File: src/rtl/tmr_error_monitor.sv
// tmr_error_monitor
// Receiving end of a triplicated bus. Votes the three copies bitwise,
// registers the voted value together with per-copy mismatch pulses and an
// uncorrectable flag, and tracks per-copy error statistics: a saturating
// mismatch counter and an OK/SUSPECT/FAULTY health state machine.
// rst is asynchronous active-high; clear is a synchronous wipe of the
// statistics (counters, run lengths, health, sticky anyErr) only.

module tmr_error_monitor #(
    parameter int WIDTH        = 2,
    parameter int CNT_WIDTH    = 8,
    parameter int FAULT_THRESH = 4
) (
    input  logic                 clk,
    input  logic                 rst,
    input  logic [WIDTH-1:0]     inA,
    input  logic [WIDTH-1:0]     inB,
    input  logic [WIDTH-1:0]     inC,
    input  logic                 clear,
    output logic [WIDTH-1:0]     out,
    output logic                 errA,
    output logic                 errB,
    output logic                 errC,
    output logic                 uncorr,
    output logic [CNT_WIDTH-1:0] cntA,
    output logic [CNT_WIDTH-1:0] cntB,
    output logic [CNT_WIDTH-1:0] cntC,
    output logic [1:0]           healthA,
    output logic [1:0]           healthB,
    output logic [1:0]           healthC,
    output logic                 anyErr
);

    typedef enum logic [1:0] {
        H_OK      = 2'd0,
        H_SUSPECT = 2'd1,
        H_FAULTY  = 2'd2
    } health_t;

    localparam logic [7:0]           THRESH  = FAULT_THRESH[7:0];
    localparam logic [CNT_WIDTH-1:0] CNT_MAX = {CNT_WIDTH{1'b1}};
    localparam logic [CNT_WIDTH-1:0] CNT_ZERO = {CNT_WIDTH{1'b0}};

    // Bitwise two-out-of-three majority.
    function automatic logic [WIDTH-1:0] vote3(
        input logic [WIDTH-1:0] a,
        input logic [WIDTH-1:0] b,
        input logic [WIDTH-1:0] c
    );
        return (a & b) | (b & c) | (a & c);
    endfunction

    logic [WIDTH-1:0]     copy_s [3];
    logic [WIDTH-1:0]     voted_s;
    logic [2:0]           mis_s;
    logic                 uncorr_s;

    logic [WIDTH-1:0]     out_q;
    logic [2:0]           err_q;
    logic                 uncorr_q;
    logic [CNT_WIDTH-1:0] cnt_q [3];
    logic [CNT_WIDTH-1:0] cnt_d [3];
    logic                 any_err_q;
    logic                 any_err_d;
    health_t              health_q [3];
    logic [7:0]           run_q [3];

    // Vote, per-copy mismatch detection and the all-different condition.
    always_comb begin
        copy_s[0] = inA;
        copy_s[1] = inB;
        copy_s[2] = inC;
        voted_s   = vote3(inA, inB, inC);
        mis_s     = 3'b000;
        for (int i = 0; i < 3; i++) begin
            mis_s[i] = |(copy_s[i] ^ voted_s);
        end
        uncorr_s = (inA != inB) && (inB != inC) && (inA != inC);
    end

    // Next values of the saturating counters and sticky flag; clear wins.
    always_comb begin
        for (int i = 0; i < 3; i++) begin
            if (clear) begin
                cnt_d[i] = CNT_ZERO;
            end else if (mis_s[i] && (cnt_q[i] != CNT_MAX)) begin
                cnt_d[i] = cnt_q[i] + {{(CNT_WIDTH-1){1'b0}}, 1'b1};
            end else begin
                cnt_d[i] = cnt_q[i];
            end
        end
        if (clear) begin
            any_err_d = 1'b0;
        end else begin
            any_err_d = any_err_q | (|mis_s);
        end
    end

    // Register the voted value, pulses, counters and sticky flag.
    always_ff @(posedge clk or posedge rst) begin
        if (rst) begin
            out_q     <= {WIDTH{1'b0}};
            err_q     <= 3'b000;
            uncorr_q  <= 1'b0;
            any_err_q <= 1'b0;
            for (int i = 0; i < 3; i++) begin
                cnt_q[i] <= CNT_ZERO;
            end
        end else begin
            out_q     <= voted_s;
            err_q     <= mis_s;
            uncorr_q  <= uncorr_s;
            any_err_q <= any_err_d;
            for (int i = 0; i < 3; i++) begin
                cnt_q[i] <= cnt_d[i];
            end
        end
    end

    // Per-copy health FSM driven by the consecutive-mismatch run length.
    always_ff @(posedge clk or posedge rst) begin
        if (rst) begin
            for (int i = 0; i < 3; i++) begin
                health_q[i] <= H_OK;
                run_q[i]    <= 8'd0;
            end
        end else begin
            for (int i = 0; i < 3; i++) begin
                if (clear) begin
                    health_q[i] <= H_OK;
                    run_q[i]    <= 8'd0;
                end else begin
                    case (health_q[i])
                        H_OK: begin
                            if (mis_s[i]) begin
                                health_q[i] <= H_SUSPECT;
                                run_q[i]    <= 8'd1;
                            end else begin
                                health_q[i] <= H_OK;
                            end
                        end
                        H_SUSPECT: begin
                            if (!mis_s[i]) begin
                                health_q[i] <= H_OK;
                                run_q[i]    <= 8'd0;
                            end else if ((run_q[i] + 8'd1) == THRESH) begin
                                health_q[i] <= H_FAULTY;
                                run_q[i]    <= run_q[i] + 8'd1;
                            end else begin
                                health_q[i] <= H_SUSPECT;
                                run_q[i]    <= run_q[i] + 8'd1;
                            end
                        end
                        H_FAULTY: begin
                            // Absorbing until clear or reset.
                            health_q[i] <= H_FAULTY;
                        end
                        default: begin
                            health_q[i] <= H_OK;
                            run_q[i]    <= 8'd0;
                        end
                    endcase
                end
            end
        end
    end

    assign out     = out_q;
    assign errA    = err_q[0];
    assign errB    = err_q[1];
    assign errC    = err_q[2];
    assign uncorr  = uncorr_q;
    assign cntA    = cnt_q[0];
    assign cntB    = cnt_q[1];
    assign cntC    = cnt_q[2];
    assign healthA = health_q[0];
    assign healthB = health_q[1];
    assign healthC = health_q[2];
    assign anyErr  = any_err_q;

endmodule

File: config.mk
export PLATFORM = sky130hd
export DESIGN_NAME = tmr_error_monitor
export DESIGN_NICKNAME = d
export VERILOG_FILES = /design/src/rtl/tmr_error_monitor.sv
export SDC_FILE = /design/constraint.sdc
export NUM_CORES = 1
export LEC_CHECK = 0
export BUFFER_PORTS_ARGS = -buffer_cell sky130_fd_sc_hd__buf_2
export CORE_MARGIN = 4
export CORE_UTILIZATION = 65
export CTS_BUF_LIST = sky130_fd_sc_hd__clkbuf_2
export DETAILED_ROUTE_END_ITERATION = 10
export GPL_ROUTABILITY_DRIVEN = 0
export PLACE_DENSITY = 0.88
export SLEW_MARGIN = 0
export SYNTH_ARGS = -nofsm -noshare
export SYNTH_HDL_FRONTEND = slang
export SYNTH_SLANG_ARGS = --single-unit
File: constraint.sdc
create_clock -name clk -period 3.05 [get_ports clk]
set_clock_uncertainty 0.1 [all_clocks]
set_input_delay 0.1525 -clock clk [delete_from_list [all_inputs] [get_ports clk]]
set_output_delay 0.1525 -clock clk [all_outputs]
set_load 0.01 [all_outputs]
Yosys cells after proc, flatten, opt, wreduce, memory -nomap -nowiden
Index checks and enable logic that the tools add are counted.
{"block": "totals", "reg_bits": 61, "inputBits": 9, "output_inout_bits": 37, "wordCells": 101}
{"block": "classes", "add_sub_neg": 6, "eq_ne": 21, "muxes": 34, "n_bitwise": 9, "n_reduce_logical": 18}
{"cell": "two-way mux 8 bit", "count": 15}
{"cell": "one-hot mux 8 bit (3 select lines)", "count": 3}
{"cell": "adder 8 x 1 -> 8 bit (second input constant)", "count": 6}
{"cell": "== test 8 x 3 -> 1 bit (second input constant)", "count": 3}
{"cell": "inequality test 8 bit (second input constant)", "count": 3}
{"cell": "two-way mux 2 bit", "count": 9}
{"cell": "one-hot mux 2 bit (3 select lines)", "count": 3}
{"cell": "inequality test 3 bit (second input constant)", "count": 3}
{"cell": "AND 2 bit", "count": 3}
{"cell": "== test 2 x 1 -> 1 bit (second input constant)", "count": 3}
{"cell": "== test 2 bit (second input constant)", "count": 3}
{"cell": "zero test 2 bit", "count": 3}
{"cell": "inequality test 2 bit", "count": 3}
{"cell": "inequality test 2 bit (second input constant)", "count": 3}
{"cell": "AND reduction 2 bit", "count": 3}
{"cell": "nonzero test 2 bit", "count": 3}
{"cell": "OR reduction 2 bit", "count": 3}
{"cell": "OR reduction 6 bit", "count": 1}
{"cell": "bitwise XOR 2 bit", "count": 3}
{"cell": "logical AND 1 bit", "count": 5}
{"cell": "two-way mux 1 bit", "count": 4}
{"cell": "bitwise OR 2 bit", "count": 2}
{"cell": "bitwise OR 1 bit", "count": 1}

Logic depth before layout (Yosys ltp)
{"block": "depth", "ltp_word": 8, "mapped_depth": 7, "mapped_depth_nobuf": 6}

Worst setup path after synthesis
OpenSTA, ideal clock, no wires.
{"block": "synth_timing", "kind": "in2reg", "startpoint": "input inB[1]", "endpoint": "register any_err_q (netlist: anyErr)", "setup_ns": 0.129, "arrival_time_ns": 1.755, "required_ns": 2.821, "setup_slack_ns": 1.065, "path_stages": 6, "path_buffers": 1, "cell_sequence": "ha_1 > or4_1 > a22oi_2 > buf_6 > inv_2 > o41a_1"}
{"block": "synth_via", "elab_chain_len": 7, "elab_cells_between_ends": 10, "cone_classes": "1 x mux; 8 x bitwise; 1 x reduce/logical"}
{"element": "start: declaration", "line_no": "17", "rtl": "input logic [WIDTH-1:0] inB,"}
{"element": "AND 2 bit", "line_no": "50", "rtl": "return (a & b) | (b & c) | (a & c);"}
{"element": "bitwise OR 2 bit (2 in a row)", "line_no": "50"}
{"element": "bitwise XOR 2 bit", "line_no": "76", "rtl": "mis_s[i] = |(copy_s[i] ^ voted_s);"}
{"element": "OR reduction 6 bit (*)", "line_no": "95", "rtl": "any_err_d = any_err_q | (|mis_s);"}
{"element": "bitwise OR 1 bit (*)", "line_no": "95"}
{"element": "two-way mux 1 bit (*)", "line_no": "92", "rtl": "if (clear) begin"}
{"element": "via any_err_d", "line_no": "64", "rtl": "logic any_err_d;"}
{"element": "end signal: assignment", "line_no": "113", "rtl": "any_err_q <= any_err_d;"}
{"element": "end: declaration", "line_no": "63", "rtl": "logic any_err_q;"}
Mark *: on every way through the listed nets, which the timed path passes. The rest lies on a longest branch.
A chain may end at the register's enable or synchronous reset.

Final worst setup path
{"block": "layout_timing", "startpoint": "register cnt_q (netlist bit cntA[0])", "endpoint": "register cnt_q (netlist bit cntA[5])"}
{"block": "layout_via", "elab_chain_len": 3, "elab_cells_between_ends": 6, "cone_classes": "1 x add/sub; 1 x eq/ne; 2 x mux; 2 x reduce/logical"}
{"element": "start: declaration", "line_no": "61", "rtl": "logic [CNT_WIDTH-1:0] cnt_q [3];"}
{"element": "start signal: indexed assignment", "line_no": "115", "rtl": "cnt_q[i] <= cnt_d[i];"}
{"element": "adder 8 x 1 -> 8 bit / inequality test 8 bit (equally long branches)", "line_no": "87, 86"}
{"element": "two-way mux 8 bit / logical AND 1 bit (equally long branches)", "line_no": "86", "rtl": "end else if (mis_s[i] && (cnt_q[i] != CNT_MAX)) begin"}
{"element": "two-way mux 8 bit / nonzero test 2 bit (equally long branches)"}
Several ways; a longest one is shown, not always the timed one. The select of a mux whose other input is x is not followed.

==> out/qor.tcl <==
set qor(cpPeakStageDelay_ns) 0.70
set qor(place_hpwl_um) 6114
set qor(worstMarginPinSlew_ns) 0.9024
set qor(syn_to_final_growth_pct) 10.37
set qor(die_h_um) 84.10
set qor(number_of_cells_upsized_or_downsized_after_cts) 0
set qor(period_needed_ns) 2.140
set qor(layout.cells.most_common_list) {sky130_fd_sc_hd__dfrtp_1 (61), sky130_fd_sc_hd__buf_2 (45), sky130_fd_sc_hd__nand2_1 (24), sky130_fd_sc_hd__nor2_1 (22), sky130_fd_sc_hd__nand3_1 (22)}
set qor(vdd_drop_max_v) 0.0003449
set qor(drv.max_cap_violation_count) 0
set qor(finalHoldViolCount) 0
set qor(ctsRootBufferMaster) {sky130_fd_sc_hd__clkbuf_2}
set qor(end_kind) {flop}
set qor(cp.required_ns) 3.34
set qor(cp_cell_sequence) {ha_1, nand2_1, nor3_1, nor4_1, mux2_1}
set qor(multi_input_comb_area_sq_um) 2051
set qor(start_kind) {flop}
set qor(result_of_the_run) {complete, no violations}
set qor(clk-insertion-delay-late_ns) 0.48
set qor(floorplan.rows) 27
set qor(area_taken_by_flip_flops_and_latches_sq_um) 1526
set qor(numPortBuffers) 45
set qor(critPathBufInv) 0
set qor(groute.usage.overall_pct) 26.78
set qor(rr_startpoint) {cntA[0]$_DFFE_PP0P_}
set qor(i_o_pins) 46
set qor(power_density_nw_per_um2) 411.6
set qor(clock_tree.buffer_depth) 2
set qor(synth-async-reset-ratio_pct) 100.0
set qor(num-nets-final) 465
set qor(fp.dieW_um) 84.10
set qor(place_inst) 503
set qor(post-route-drc-count) 0
set qor(tritoncts) {yes}
set qor(final_core_utilization_pct) 74.52
set qor(worst_hold_path.endpoint) {uncorr$_DFF_PP0_}
set qor(synth.net_count) 422
set qor(first_pass_grt_wire_length_um) 15710
set qor(ratio_of_cells_with_drive_above_1_in_the_final_layout_pct) 18.08
set qor(synth_cell_type_count) 55
set qor(cp_slowest_cell) {sky130_fd_sc_hd__nor3_1}
set qor(maximum_number_of_pins_on_one_net_before_global_route_repair) 44
set qor(antenna_found_initial) 0
set qor(period_share_pct) 70.16
set qor(synth-edff-count) 0
set qor(leading_cell_type_in_the_layout_fill_and_taps_excluded) {sky130_fd_sc_hd__dfrtp_1}
set qor(postSynthAreaPerCell_sq_um) 9.409
set qor(htree_num_levels) 3
set qor(reg2reg_to) {cntA[5]$_DFFE_PP0P_}
set qor(insertedDiodeCount) 0
set qor(cpLargestDelayFamily) {simple AND/OR/NAND/NOR gates}
set qor(avgRoutedWirePerCell_um) 17.02
set qor(drt_first_iter_violations) 286
set qor(synthFlopType) {sky130_fd_sc_hd__dfrtp_1}
set qor(final-setup-viol-count) 0
set qor(r2r_slack_ns) 0.91
set qor(final-max-slew-violation-count) 0
set qor(worst_hold_path.num_cells) 4
set qor(mappedNetlistArea_sq_um) 3764
set qor(timing.fmax_ghz) 0.4673
set qor(finish.cell_count_without_fillers) 520
set qor(clock-sinks) 61
set qor(routed_via_density) 6.583
set qor(setup_tns_ns) 0
set qor(drt.antenna.violating_nets) 0
set qor(slew_headroom_pct) 39.38
set qor(fp.coreArea_sq_um) 5574
set qor(route.vias.total) 3423
set qor(worst-endpoint-arrival_ns) 2.43
set qor(worst_hold_startpoint) {inC[0]}
set qor(drt_pass_1_iters) 5
set qor(dieArea_sq_um) 7072
set qor(grt_setup_unrepaired) {false}
set qor(clkTransAtPathRegs_ns) 0.17
set qor(timing_worst_setup_path_type) {reg2reg}
set qor(synth.yosys.warnings) 0
set qor(initial_core_util_pct) 67.52
set qor(reg2reg_depth) 5
set qor(netlist_instances) 400
set qor(grt-ovfl-total) 0
set qor(via_count_of_the_first_global_routing_pass) 3299
set qor(largest_fanout_on_the_critical_path) 10
set qor(fillCellCount) 416
set qor(wirelength_um) 8848
set qor(cellLeakagePower_nw) 1.789
set qor(number_of_synthesized_register_bits) 61
set qor(cts_buffers) 9
set qor(min-delay-path-class) {in2reg}
set qor(synth_seq_area_share_pct) 40.56
[synth_stat cells (all sizes together), types with 6 or more instances]
cell | number | area, sq um
o22ai | 7 | 43.79
nand4 | 8 | 50.05
nand3 | 22 | 110.1
nand2b | 8 | 50.05
o31ai | 16 | 120.1
nand3b | 7 | 52.55
or3b | 6 | 52.55
nor2 | 22 | 82.58
or4 | 15 | 112.6
o2111ai | 10 | 87.58
xnor2 | 7 | 61.31
nor4 | 8 | 50.05
nor2b | 10 | 62.56
inv | 23 | 88.84
a21oi | 19 | 95.09
nand2 | 24 | 90.09
mux2i | 9 | 90.09
dfrtp | 61 | 1526
o21ai | 12 | 60.05
mux2 | 7 | 78.82
clkbuf | 14 | 52.55
nor3 | 11 | 55.05
ha | 13 | 162.7
[power by group]
group	internal [mW]	leakage, nW	switching, mW	total, mW
Combinational	0.100	0.900	0.168	0.268
Clock	0.260	0.0758	0.296	0.555
Sequential	0.843	0.813	0.0435	0.886
Total	1.20	1.79	0.507	1.71
[logic make-up after synthesis]
group,Yosys count,synth area share (%)
simple gates,160,24.24
buf+inv,42,4.953
compound gates,100,19.58
flops,61,40.56
xor+xnor,8,1.862
fa+ha+maj,13,4.322
mux,16,4.488
[worst max-delay path by stage]
stage                              from              endpoint  slack (ns)  cells past startpoint
floorplan                        inB[1]      anyErr$_DFF_PP0_        1.07                      6
global placement                 inB[1]   cntC[5]$_DFFE_PP0P_        0.73                      7
detailed placement               inB[1]  run_q[9]$_DFFE_PP0P_        0.65                      6
CTS                 cntA[0]$_DFFE_PP0P_   cntA[5]$_DFFE_PP0P_        0.99                      5
global route        cntA[1]$_DFFE_PP0P_   cntA[5]$_DFFE_PP0P_        0.73                      5
finish              cntA[0]$_DFFE_PP0P_   cntA[5]$_DFFE_PP0P_        0.91                      5
[what timing repair did]
| action | 4_1_cts | 5_1_grt |
|---|---|---|
| hold endpoints to repair | 42 | 0 |
| hold buffers | 1 | 0 |
| setup buffers | 0 | 0 |
[worst register-to-register path, stage by stage (launching register included)]
cell and delay (ns):
sky130_fd_sc_hd__dfrtp_1 0.43, sky130_fd_sc_hd__ha_1 0.22, sky130_fd_sc_hd__nand2_1 0.10, sky130_fd_sc_hd__nor3_1 0.70, sky130_fd_sc_hd__nor4_1 0.15, sky130_fd_sc_hd__mux2_1 0.34
[registers in the layout, indices dropped and copies added (netlist names)]
name / count
healthB: 2
anyErr: 1
cntC: 8
uncorr: 1
healthA: 2
healthC: 2
err_q: 3
cntB: 8
run_q: 24
out: 2
cntA: 8
[final cells by class]
type                            instances  area share [%]
Inverter                               23           2.139
Timing Repair Buffer                   51           6.566
Multi-Input combinational cell        297           49.37
Sequential cell                        61           36.75
Clock buffer                            9           1.084
Tap cell                               72           2.169
Clock inverter                          7           1.928
[metal layers]
metal	vias up	wire (um)	track usage, %	share of wire [%]
met5	-	0	0	0
met4	0	159	10.82	1.8
met3	16	454	3.949	5.1
met2	122	4354	42.18	49
met1	1653	3879	37.02	44
li1	1632	-	-	-
[stage by stage]
| stage | setup slack [ns] | hold slack [ns] | total power [mW] | area (sq um) |
|---|---|---|---|---|
| 4_1_cts | 0.9864 | 0.02299 | 1.716 | 4154 |
| 3_3_place_gp | 0.7339 | 0.2898 | 1.155 | 4019 |
| 3_5_place_dp | 0.6538 | 0.2902 | 1.165 | 4019 |
| 5_1_grt | 0.7293 | 0.06260 | 1.803 | 4154 |
| 2_1_floorplan | 1.065 | 0.2576 | 1.078 | 3764 |
| 6_report | 0.9101 | 0.06834 | 1.710 | 4154 |
(Power assumes the default switching activity.)
